**config.mk**
```make
export PLATFORM = sky130hd
export DESIGN_NAME = led_breath_driver
export DESIGN_NICKNAME = d
export VERILOG_FILES = /design/src/rtl/led_breath_driver_pkg.sv /design/src/rtl/led_breath_driver_tick_gen.sv /design/src/rtl/led_breath_driver.sv
export SDC_FILE = /design/constraint.sdc
export NUM_CORES = 1
export LEC_CHECK = 0
export CORE_AREA = 2 2 144 76
export DETAILED_ROUTE_END_ITERATION = 16
export DIE_AREA = 0 0 146 78
export PLACE_DENSITY = 0.56
export SLEW_MARGIN = 20
export SYNTH_ARGS = -nofsm -noshare
export SYNTH_HDL_FRONTEND = slang
export SYNTH_SLANG_ARGS = --single-unit
```
**constraint.sdc**
```tcl
create_clock -name clk -period 3.1 [get_ports clk]
set_input_delay 0.93 -clock clk [delete_from_list [all_inputs] [get_ports clk]]
set_output_delay 0.93 -clock clk [all_outputs]
set_load 0.02 [all_outputs]
```
**src/rtl/led_breath_driver_pkg.sv**
```systemverilog
// Shared LED driver definitions: mode and FSM state encodings reused by
// other status-LED users in the system top.
package led_breath_driver_pkg;

  typedef enum logic [1:0] {
    MODE_OFF     = 2'd0,
    MODE_ON      = 2'd1,
    MODE_BLINK   = 2'd2,
    MODE_BREATHE = 2'd3
  } mode_t;

  typedef enum logic [2:0] {
    ST_IDLE      = 3'd0,
    ST_RAMP_UP   = 3'd1,
    ST_HOLD_HI   = 3'd2,
    ST_RAMP_DOWN = 3'd3,
    ST_HOLD_LO   = 3'd4,
    ST_BLINK     = 3'd5
  } state_t;

endpackage

```
**src/rtl/led_breath_driver_tick_gen.sv**
```systemverilog
// Timebase prescaler: counts 0..DIV-1 and pulses tick for one cycle at DIV-1.
// clear holds the count at zero and suppresses the tick.
module tick_gen #(
  parameter int unsigned DIV = 10
) (
  input  logic clk,
  input  logic reset,
  input  logic clear,
  output logic tick
);

  localparam int unsigned CW = (DIV > 1) ? $clog2(DIV) : 1;
  localparam logic [CW-1:0] LAST = CW'(DIV - 1);

  if (DIV < 2) begin : g_bad_div
    $error("tick_gen: DIV must be >= 2");
  end

  logic [CW-1:0] cnt;

  always_ff @(posedge clk) begin
    if (reset || clear) begin
      cnt <= '0;
    end else if (cnt == LAST) begin
      cnt <= '0;
    end else begin
      cnt <= cnt + 1'b1;
    end
  end

  assign tick = !clear && (cnt == LAST);

endmodule

```
**src/rtl/led_breath_driver.sv**
```systemverilog
// Mode-selectable LED driver (off / on / blink / breathe) with a tick
// prescaler, free-running PWM counter and a duty ramping FSM.
module led_breath_driver
  import led_breath_driver_pkg::*;
#(
  parameter int unsigned CLK_FREQ    = 80000000,
  parameter int unsigned STEP_HZ     = 1000,
  parameter int unsigned PWM_BITS    = 8,
  parameter int unsigned HOLD_STEPS  = 256,
  parameter int unsigned BLINK_STEPS = 500
) (
  input  logic       clk,
  input  logic       reset,
  input  logic       enable,
  input  logic [1:0] mode,
  output logic       led,
  output logic [2:0] phase
);

  localparam int unsigned DIV = CLK_FREQ / STEP_HZ;
  localparam int unsigned HW  = $clog2(HOLD_STEPS + 1);
  localparam int unsigned BW  = $clog2(BLINK_STEPS + 1);
  localparam logic [PWM_BITS-1:0] MAXD       = '1;
  localparam logic [HW-1:0]       HOLD_LAST  = HW'(HOLD_STEPS - 1);
  localparam logic [BW-1:0]       BLINK_LAST = BW'(BLINK_STEPS - 1);

  if (DIV < 2 || HOLD_STEPS < 1 || BLINK_STEPS < 1) begin : g_bad_params
    $error("led_breath_driver: need DIV>=2, HOLD_STEPS>=1, BLINK_STEPS>=1");
  end

  state_t              state, state_n;
  mode_t               mode_q;
  logic [PWM_BITS-1:0] duty, duty_n, pwm_cnt;
  logic [HW-1:0]       hold_cnt, hold_n;
  logic [BW-1:0]       blink_cnt, blink_n;
  logic                blink_q, blink_q_n;
  logic                led_n, pwm_on, abort, tick, tick_clear;

  // A mode change or enable drop restarts everything from IDLE on the next cycle.
  assign abort      = !enable || (mode != mode_q);
  assign tick_clear = abort || (state == ST_IDLE);
  assign pwm_on     = pwm_cnt < duty;
  assign phase      = state;

  tick_gen #(.DIV(DIV)) u_tick (
    .clk   (clk),
    .reset (reset),
    .clear (tick_clear),
    .tick  (tick)
  );

  always_comb begin
    state_n   = state;
    duty_n    = duty;
    hold_n    = hold_cnt;
    blink_n   = blink_cnt;
    blink_q_n = blink_q;
    if (abort) begin
      state_n   = ST_IDLE;
      duty_n    = '0;
      hold_n    = '0;
      blink_n   = '0;
      blink_q_n = 1'b0;
    end else begin
      unique case (state)
        ST_IDLE: begin
          if (mode_q == MODE_BREATHE)    state_n = ST_RAMP_UP;
          else if (mode_q == MODE_BLINK) state_n = ST_BLINK;
        end
        ST_RAMP_UP: if (tick) begin
          duty_n = (duty == MAXD) ? MAXD : duty + 1'b1;
          if (duty_n == MAXD) state_n = ST_HOLD_HI;
        end
        ST_HOLD_HI, ST_HOLD_LO: if (tick) begin
          if (hold_cnt == HOLD_LAST) begin
            hold_n  = '0;
            state_n = (state == ST_HOLD_HI) ? ST_RAMP_DOWN : ST_RAMP_UP;
          end else begin
            hold_n = hold_cnt + 1'b1;
          end
        end
        ST_RAMP_DOWN: if (tick) begin
          duty_n = (duty == '0) ? '0 : duty - 1'b1;
          if (duty_n == '0) state_n = ST_HOLD_LO;
        end
        ST_BLINK: if (tick) begin
          if (blink_cnt == BLINK_LAST) begin
            blink_n   = '0;
            blink_q_n = !blink_q;
          end else begin
            blink_n = blink_cnt + 1'b1;
          end
        end
        default: state_n = ST_IDLE;
      endcase
    end
  end

  always_comb begin
    led_n = 1'b0;
    if (enable) begin
      unique case (mode_q)
        MODE_OFF:     led_n = 1'b0;
        MODE_ON:      led_n = 1'b1;
        MODE_BLINK:   led_n = blink_q;
        MODE_BREATHE: led_n = pwm_on;
        default:      led_n = 1'b0;
      endcase
    end
  end

  always_ff @(posedge clk) begin
    if (reset) begin
      state     <= ST_IDLE;
      mode_q    <= MODE_OFF;
      duty      <= '0;
      hold_cnt  <= '0;
      blink_cnt <= '0;
      blink_q   <= 1'b0;
      pwm_cnt   <= '0;
      led       <= 1'b0;
    end else begin
      state     <= state_n;
      mode_q    <= mode_t'(mode);
      duty      <= duty_n;
      hold_cnt  <= hold_n;
      blink_cnt <= blink_n;
      blink_q   <= blink_q_n;
      pwm_cnt   <= pwm_cnt + 1'b1;
      led       <= led_n;
    end
  end

endmodule

```
Word-level counts from Yosys, hierarchy flattened
Cells that the tools add are included.

Register bits after elaboration: 58. Input bits: 5. Output and inout bits: 4. Word-level logic and storage cells: 78.

$add $sub $neg: 6. Order comparisons: 1. Eq/ne operators: 21. Multiplexer cells: 18. Bitwise logic cells: 2. Reductions and logical operators: 21.

Operators with widths (count): $mux W8 (4); $mux W3 (8); $add A9 B1 Y9 const B (2); $mux W9 (2); $add A17 B1 Y17 const B (1); $eq A17 B17 Y1 const B (1); $add A8 B1 Y8 const B (2); $eq A8 B8 Y1 const B (2); $logic_not A8 Y1 (2); $pmux W8 S2 (1); $pmux W3 S5 (1); $ne A2 B2 Y1 const B (6); $eq A9 B8 Y1 const B (1); $eq A9 B9 Y1 const B (1); $lt A8 B8 Y1 (1); $reduce_and A8 Y1 (1); $reduce_or A2 Y1 (4); $sub A8 B1 Y8 const B (1); $eq A3 B2 Y1 const B (2); $eq A3 B3 Y1 const B (2); $reduce_and A3 Y1 (2); $eq A2 B2 Y1 const B (2); $pmux W1 S4 (1); $reduce_and A2 Y1 (2); other kinds (12) (17).

Depth between registers and ports, before layout
Gate-level depths: netlist of the first run.

Depth in word-level cells: 7. Depth in mapped cells: 9. Gate-level depth less buffers: 9.

By module
From an unflattened synthesis of the first run, not the netlist that was laid out.

Cell total of the unflattened synthesis: 400. Area, all modules: 3294.4 um2.

By module, submodules not included: led_breath_driver (times used 1, cells an instance 315, area an instance 2533.7 um2, seq. area each 820.8 um2); tick_gen (times used 1, cells an instance 85, area an instance 760.7 um2, seq. area each 340.3 um2).

Least setup slack after synthesis of the first run
Ideal clock, no wire load.

Path type: flip-flop to flip-flop. From: reg u_tick.cnt[13]. To: reg state[1] (netlist: phase[1]). Library setup time: 0.117 ns. Arrival time: 2.353 ns. Required time: 2.983 ns. Setup slack: 0.629 ns. Stages on the path, launching flop included: 8. Path buffers: 0. Period minus slack after synthesis: 2.471 ns. Path through: dfxtp_1 > or4bb_1 > or4_4 > nor2_2 > a41oi_1 > a32oi_2 > o21ai_0 > a32o_1.

Cells in the longest elaborated chain, start to end: 4. Elaborated cells on any way between the ends: 6.

RTL lines: start: declaration (line led_breath_driver_tick_gen.sv:19) `logic [CW-1:0] cnt;`; start signal: assignment (line led_breath_driver_tick_gen.sv:27) `cnt <= cnt + 1'b1;`; $eq A17 B17 Y1 (*) (line led_breath_driver_tick_gen.sv:31) `assign tick = !clear && (cnt == LAST);`; $logic_and A1 B1 Y1 (*) (line led_breath_driver_tick_gen.sv:31); $ne A2 B2 Y1 (no line); $reduce_and A8 Y1 (no line) (*); end signal: assignment (line led_breath_driver.sv:123) `state <= state_n;`; end: declaration (line led_breath_driver.sv:31) `state_t state, state_n;`.

Mark *: on every way between the ends. The rest lies on a longest branch, timed or not. A chain may end at the register's enable or synchronous reset.

Final worst setup path of the first run
From: in mode[0]. To: reg blink_cnt[6].

Cells in the longest elaborated chain, start to end: 6. Elaborated cells on any way between the ends: 7.

RTL lines: start: declaration (line led_breath_driver.sv:15) `input logic [1:0] mode,`; $ne A2 B2 Y1 (*) (line led_breath_driver.sv:40) `assign abort = !enable || (mode != mode_q);`; $logic_or A1 B1 Y1 (*) (line led_breath_driver.sv:40); $logic_or A1 B1 Y1 (line led_breath_driver.sv:41) `assign tick_clear = abort || (state == ST_IDLE);`; $logic_not A1 Y1 (line led_breath_driver_tick_gen.sv:31); $logic_and A1 B1 Y1 (line led_breath_driver_tick_gen.sv:31); $reduce_and A2 Y1 (no line); end signal: assignment (line led_breath_driver.sv:127) `blink_cnt <= blink_n;`; end: declaration (line led_breath_driver.sv:35) `logic [BW-1:0] blink_cnt, blink_n;`.

Marked as above.

==> run_results.csv, run 1 <==
group,metric,value,unit
critical_path,cp-endpoint,"blink_cnt[6]",
place,post-place-cells,535,
clock_tree,root_buffer,"clkbuf_16",
sta,clock_skew,0.00498,ns
grt,grt_busiest_layer,"met2",
final_layout,layout-drive-gt1-share,0.0949,
critical_path,cp_max_fo,5,
grt,grt_util_met2,0.210,
synth,ys_warn_count,0,
sta,worst_pin_slew,0.657,ns
routing,wl_per_cell,12.3,um
status,status,"finished, final reports clean",
synth,yosys_register_bits,58,
clock_tree,ctsHtreeMaxLevel,3,
sta,final.setup.tns,0,ns
grt,track_usage,0.132,
final_layout,instances_no_fill,551,
grt,grt-ovfl-total,0,
clock_tree,clk_pin_slew,0.05,ns
clock_tree,cts_tree,"yes",
critical_path,crit_path_end_kind,"flop",
grt,grt_max_degree,18,
clock_tree,cts_made_buffers,9,
synth,synth_area,3140,um^2
sta,maxSlewViolCount,0,
sta,hold_ws,0.446,ns
worst_hold_path,min_path_type,"flop to flop",
routing,post-route-drc-count,0,
critical_path,worstPathArrival,2.97,ns
critical_path,r2r_slack,0.48,ns
floorplanning,dieArea,11400,um^2
routing,num_vias,2691,
critical_path,max_stage_delay,0.49,ns
floorplanning,die_h,78,um
synth,synth_edf_count,0,
grt,met1_usage,0.167,
synth,synth_top_cell_area_share,0.370,
routing,drt_iter0_drc,182,
synth,synth-async-reset-ratio,0,
synth,ys_dominant_reg_cell,"dfxtp_1",
floorplanning,ios,9,
critical_path,crit_slowest_cell,"clkdlybuf4s50_1",
floorplanning,fp-row-count,26,
clock_tree,clk_latency,0.33,ns
synth,synth-compound-area-share,0.144,
power_and_ir_drop,p_leak,1.18,nW
sta,rsz0062_at_grt,"false",
synth,synth_top_family_by_area,"simple AND/OR/NAND/NOR gates",
critical_path,r2r-end,"blink_cnt[6]",
synth,yosys.area.top_type,"dfxtp_1",
sta,hold_viol_final,0,
critical_path,cp.buffers_inverters,1,
critical_path,crit_required,3.36,ns
synth,syn_avg_cell_area,8.07,um^2
synth,synth_area_leaders,"dfxtp_1 37%, nor2_1 6.9%, ha_1 5.6%, xnor2_1 5.3%, xor2_1 5.0%",
final_layout,diodes,0,
routing,wl,6.80,mm
sta,max-slew-margin-rel,0.558,
sta,setup_violations,0,
clock_tree,post_cts_buffers,0,
critical_path,r2r_start,"u_tick.cnt[13]",
synth,syn_nets,408,
clock_tree,clock-sinks,58,
critical_path,worst-path-stages,7,
critical_path,critPathKind,"input pin to flop",
routing,vias_per_cell,4.88,
critical_path,cp_top_family,"simple AND/OR/NAND/NOR gates",
sta,clock.fmax,369,MHz
critical_path,crit_chain,"clkdlybuf4s50_1 -> xnor2_1 -> nand3_1 -> nor4_4 -> nand4_2 -> or3_1 -> a21oi_1",
grt,grt_pass1_wl,12.2,mm
routing,dr.pass1.iters,4,
power_and_ir_drop,ir_drop,0.216,mV
floorplanning,coreArea,10000,um^2
sta,min_period_over_period,0.874,
grt,grt_pass1_vias,2617,
final_layout,nNetsFinal,425,
clock_tree,clockBufferDepth,2,
job,cap_violations,0,
synth,synth_fa_ha_area_frac,0.0558,
power_and_ir_drop,power.density,471,nW/um^2
place,io_buffer_count,8,
synth,synth.top_cells.by_count,"58 x dfxtp_1, 58 x nor2_1, 31 x nand2_1, 25 x a21oi_1",
final_layout,syn2layout_area_growth,18.9,%
synth,synth-simple-area-share,0.281,
critical_path,start_kind,"input pin",
grt,use_met3,0.0394,
synth,synthMuxAreaShare,0.00957,
critical_path,startpoint,"mode[0]",
synth,synth_cell_types,53,
clock_tree,cts-hold-fix-buffers,0,
critical_path,reg2reg_depth,6,
synth,synth_seq_area_share,0.370,
floorplanning,initial_utilization,0.313,
routing,ant_nets,0,
grt,grt_antenna_before_repair,0,
floorplanning,die_width,146,um
clock_tree,postCtsResizedCells,0,
synth,syn_inst,389,
place,gp_congestion,0.860,
place,dp_hpwl,4.85,mm
synth,synth-xor-area-share,0.103,
sta,min_period,2.71,ns
## metal layers
layer | part of all wire | routed length, um
met4 | 0.017 | 114
met5 | 0 | 0
met1 | 0.51 | 3470
met3 | 0.034 | 229
met2 | 0.44 | 2990
## logic make-up (layout without fill, tap and decap cells)
| family | count (synthesis) | after routing |
|---|---|---|
| AO/OA/AOI/OAI | 73 | 73 |
| XOR/XNOR | 37 | 37 |
| adder cells (fa/ha/maj) | 14 | 14 |
| buffers and inverters | 30 | 52 |
| flip-flops | 58 | 58 |
| multiplexers | 3 | 3 |
| AND/OR/NAND/NOR | 174 | 174 |
## metrics by stage
stage / instance area (um^2) / util / total power [mW] / worst slack, ns
finish: 3730 / 0.372 / 1.76 / 0.391
global route: 3730 / 0.372 / 1.83 / 0.195
CTS: 3730 / 0.372 / 1.78 / 0.384
detailed placement: 3440 / 0.343 / 0.828 / 0.0570
global placement: 3440 / 0.343 / 0.827 / 0.0983
floorplan: 3140 / - / 0.804 / 0.629
## power breakdown
part	leakage (nW)	total (mW)	switching (mW)	internal, mW
Sequential	0.468	0.759	0.00646	0.752
Combinational	0.567	0.0534	0.0267	0.0267
Clock	0.141	0.945	0.343	0.602
## sequential cells by signal (all words and copies together) (netlist names)
| register | cells |
|---|---|
| blink_q | 1 |
| duty | 8 |
| pwm_cnt | 8 |
| blink_cnt | 9 |
| led | 1 |
| u_tick.cnt | 17 |
| hold_cnt | 9 |
| phase | 3 |
| mode_q | 2 |
## placed cells by master, fill, tap and decap left out, types with 3 or more instances in the layout
cell,instances
a31oi_1,3
xnor2_1,19
inv_1,16
o21ai_0,22
or3_1,5
nand2_1,31
nor2_1,58
ha_1,14
clkbuf_8,3
and3_1,5
clkbuf_16,9
o21a_1,3
buf_4,12
nand3_1,22
a21oi_1,25
nor3_1,13
clkdlybuf4s50_1,8
or2_2,3
xor2_1,18
nor4_1,6
mux2i_1,3
nor2b_1,5
nand4_1,8
dfxtp_1,58
## area by class of cell
| class | instances | area (um^2) |
|---|---|---|
| Clock inverter | 4 | 25.0 |
| Tap cell | 140 | 175 |
| Timing Repair Buffer | 20 | 170 |
| Sequential cell | 58 | 1160 |
| Inverter | 16 | 60.1 |
| Multi-Input combinational cell | 301 | 1870 |
| Fill cell | 1071 | 6290 |
| Clock buffer | 12 | 267 |
## worst min path at each step
stage / startpoint / to / slack [ns] / depth (start not counted)
floorplan: u_tick.cnt[0] / u_tick.cnt[0] / 0.42 / 1
global placement: u_tick.cnt[0] / u_tick.cnt[0] / 0.43 / 1
detailed placement: u_tick.cnt[0] / u_tick.cnt[0] / 0.44 / 1
CTS: u_tick.cnt[0] / u_tick.cnt[0] / 0.45 / 1
global route: hold_cnt[8] / hold_cnt[8] / 0.48 / 1
finish: u_tick.cnt[0] / u_tick.cnt[0] / 0.45 / 1
(Power assumes the default switching activity.)
==> run 2: changes to the inputs <==
- CORE_AREA: 2 2 144 76 -> 3 3 145 77
- DIE_AREA: 0 0 146 78 -> 0 0 148 80
==> run_results.csv, run 2 (synthesis results as in run 1) <==
group,metric,value,unit
status,status,"finished, final reports clean",
routing,highest_layer,"met4",
routing,vias_per_cell,4.88,
final_layout,syn2layout_area_growth,17.3,%
final_layout,largest_reg_flops,17,
job,cap_violations,0,
final_layout,regMostFlops,"u_tick.cnt",
final_layout,postLayoutCellArea,3680,um^2
place,dp_hpwl,4.72,mm
sta,fin_ws,0.369,ns
clock_tree,cts_made_buffers,9,
grt,grt_pass1_vias,2506,
power_and_ir_drop,internal-power,1.33,mW
final_layout,layout_common_cells,"58 x nor2_1, 58 x dfxtp_1, 31 x nand2_1",
clock_tree,ctsHtreeMaxLevel,3,
floorplanning,initial_utilization,0.313,
floorplanning,fp-row-count,26,
sta,maxSlewViolCount,0,
clock_tree,clock-sinks,58,
worst_hold_path,min_path_type,"flop to flop",
power_and_ir_drop,pwr-share-seq,0.446,
routing,wl,6.62,mm
routing,num_vias,2670,
sta,setup_violations,0,
place,gp_congestion,0.880,
floorplanning,coreArea,10000,um^2
final_layout,utilization,0.367,
power_and_ir_drop,clkPwrFrac,0.524,
routing,wl_met1,3.32,mm
critical_path,cp_max_fo,5,
final_layout,largest_registers,"u_tick.cnt (17), blink_cnt (9), hold_cnt (9)",
critical_path,worstPathArrival,2.99,ns
place,placed_area,3410,um^2
clock_tree,clk_pin_slew,0.05,ns
power_and_ir_drop,p_sw_frac,0.216,
place,post-place-cells,531,
power_and_ir_drop,p_leak,1.15,nW
critical_path,crit_required,3.36,ns
sta,hold_ws,0.447,ns
critical_path,crit_path_end_kind,"flop",
floorplanning,die_width,148,um
grt,track_usage,0.122,
routing,post-route-drc-count,0,
clock_tree,clockBufferDepth,2,
critical_path,start_kind,"input pin",
sta,max-slew-margin-rel,0.562,
worst_hold_path,hold_depth,1,
final_layout,layout-drive-gt1-share,0.0835,
floorplanning,die_h,80,um
grt,grt-ovfl-total,0,
routing,wl_per_cell,12.1,um
clock_tree,post_cts_buffers,0,
power_and_ir_drop,power.switching,0.367,mW
sta,final.setup.tns,0,ns
power_and_ir_drop,combinationalPowerShare,0.029,
final_layout,diodes,0,
routing,met2_length,2.99,mm
critical_path,startpoint,"mode[1]",
clock_tree,cts_tree,"yes",
power_and_ir_drop,ir_drop,0.222,mV
routing,dr.pass1.iters,5,
sta,clock.fmax,366,MHz
routing,ant_nets,0,
floorplanning,dieArea,11800,um^2
power_and_ir_drop,power.density,462,nW/um^2
final_layout,instances_no_fill,547,
grt,grt_antenna_before_repair,0,
routing,route.met3.wl,249,um
grt,grt_max_degree,18,
floorplanning,ios,9,
sta,rsz0062_at_grt,"false",
critical_path,reg2reg_depth,6,
clock_tree,postCtsResizedCells,0,
clock_tree,cts-hold-fix-buffers,0,
place,pre_cts_ws,0.0173,ns
critical_path,critPathKind,"input pin to flop",
sta,min_period,2.73,ns
place,io_buffer_count,8,
sta,min_period_over_period,0.881,
final_layout,nNetsFinal,421,
clock_tree,clk_latency,0.32,ns
sta,clock_skew,0.00544,ns
clock_tree,root_buffer,"clkbuf_16",
critical_path,r2r_start,"u_tick.cnt[13]",
grt,grt_pass1_wl,11.7,mm
power_and_ir_drop,p_total,1.70,mW
sta,worst_pin_slew,0.651,ns
worst_hold_path,min_from,"u_tick.cnt[0]",
routing,drt_iter0_drc,143,
sta,hold_viol_final,0,
## run 2: cell count changes in the layout (fill, tap and decap cells not counted)
cell and delta:
buf_4 -4, clkbuf_1 +1, clkinv_2 +1, clkbuf_8 -2
## run 2: cell type report
type | instances | area (um^2)
fillers | 1093 | 6340
multi-input cells | 301 | 1870
flip-flops and latches | 58 | 1160
clock buffers | 11 | 243
well taps | 140 | 175
repair buffers | 16 | 140
inverters | 16 | 60.1
clock inverters | 5 | 30.0
## run 2: final timing paths
check	endpoint	slack, ns
max	blink_cnt[8]	0.37
min	u_tick.cnt[0]	0.45
max reg2reg	blink_cnt[8]	0.50
min reg2reg	u_tick.cnt[0]	0.45
## run 2: power by group through the flow
stage	registers [mW]	clock network (mW)	logic [mW]
final	0.759	0.891	0.0500
after CTS	0.759	0.926	0.0507
after floorplan	0.773	0	0.0316
after global placement	0.775	0	0.0500
after detailed placement	0.774	0	0.0505
after global routing	0.759	0.966	0.0563
## run 2: worst max-delay path, stage by stage
cell	delay, ns
clkdlybuf4s50_1	0.48
xnor2_1	0.15
nand3_1	0.26
nor4_4	0.47
nand4_2	0.22
or3_1	0.34
a21oi_1	0.13
## run 2: layer usage
layer / up-vias / global-route usage
li1: 1398 / -
met1: 1226 / 0.155
met2: 39 / 0.194
met3: 7 / 0.0476
met4: 0 / 0.0313
met5: - / 0
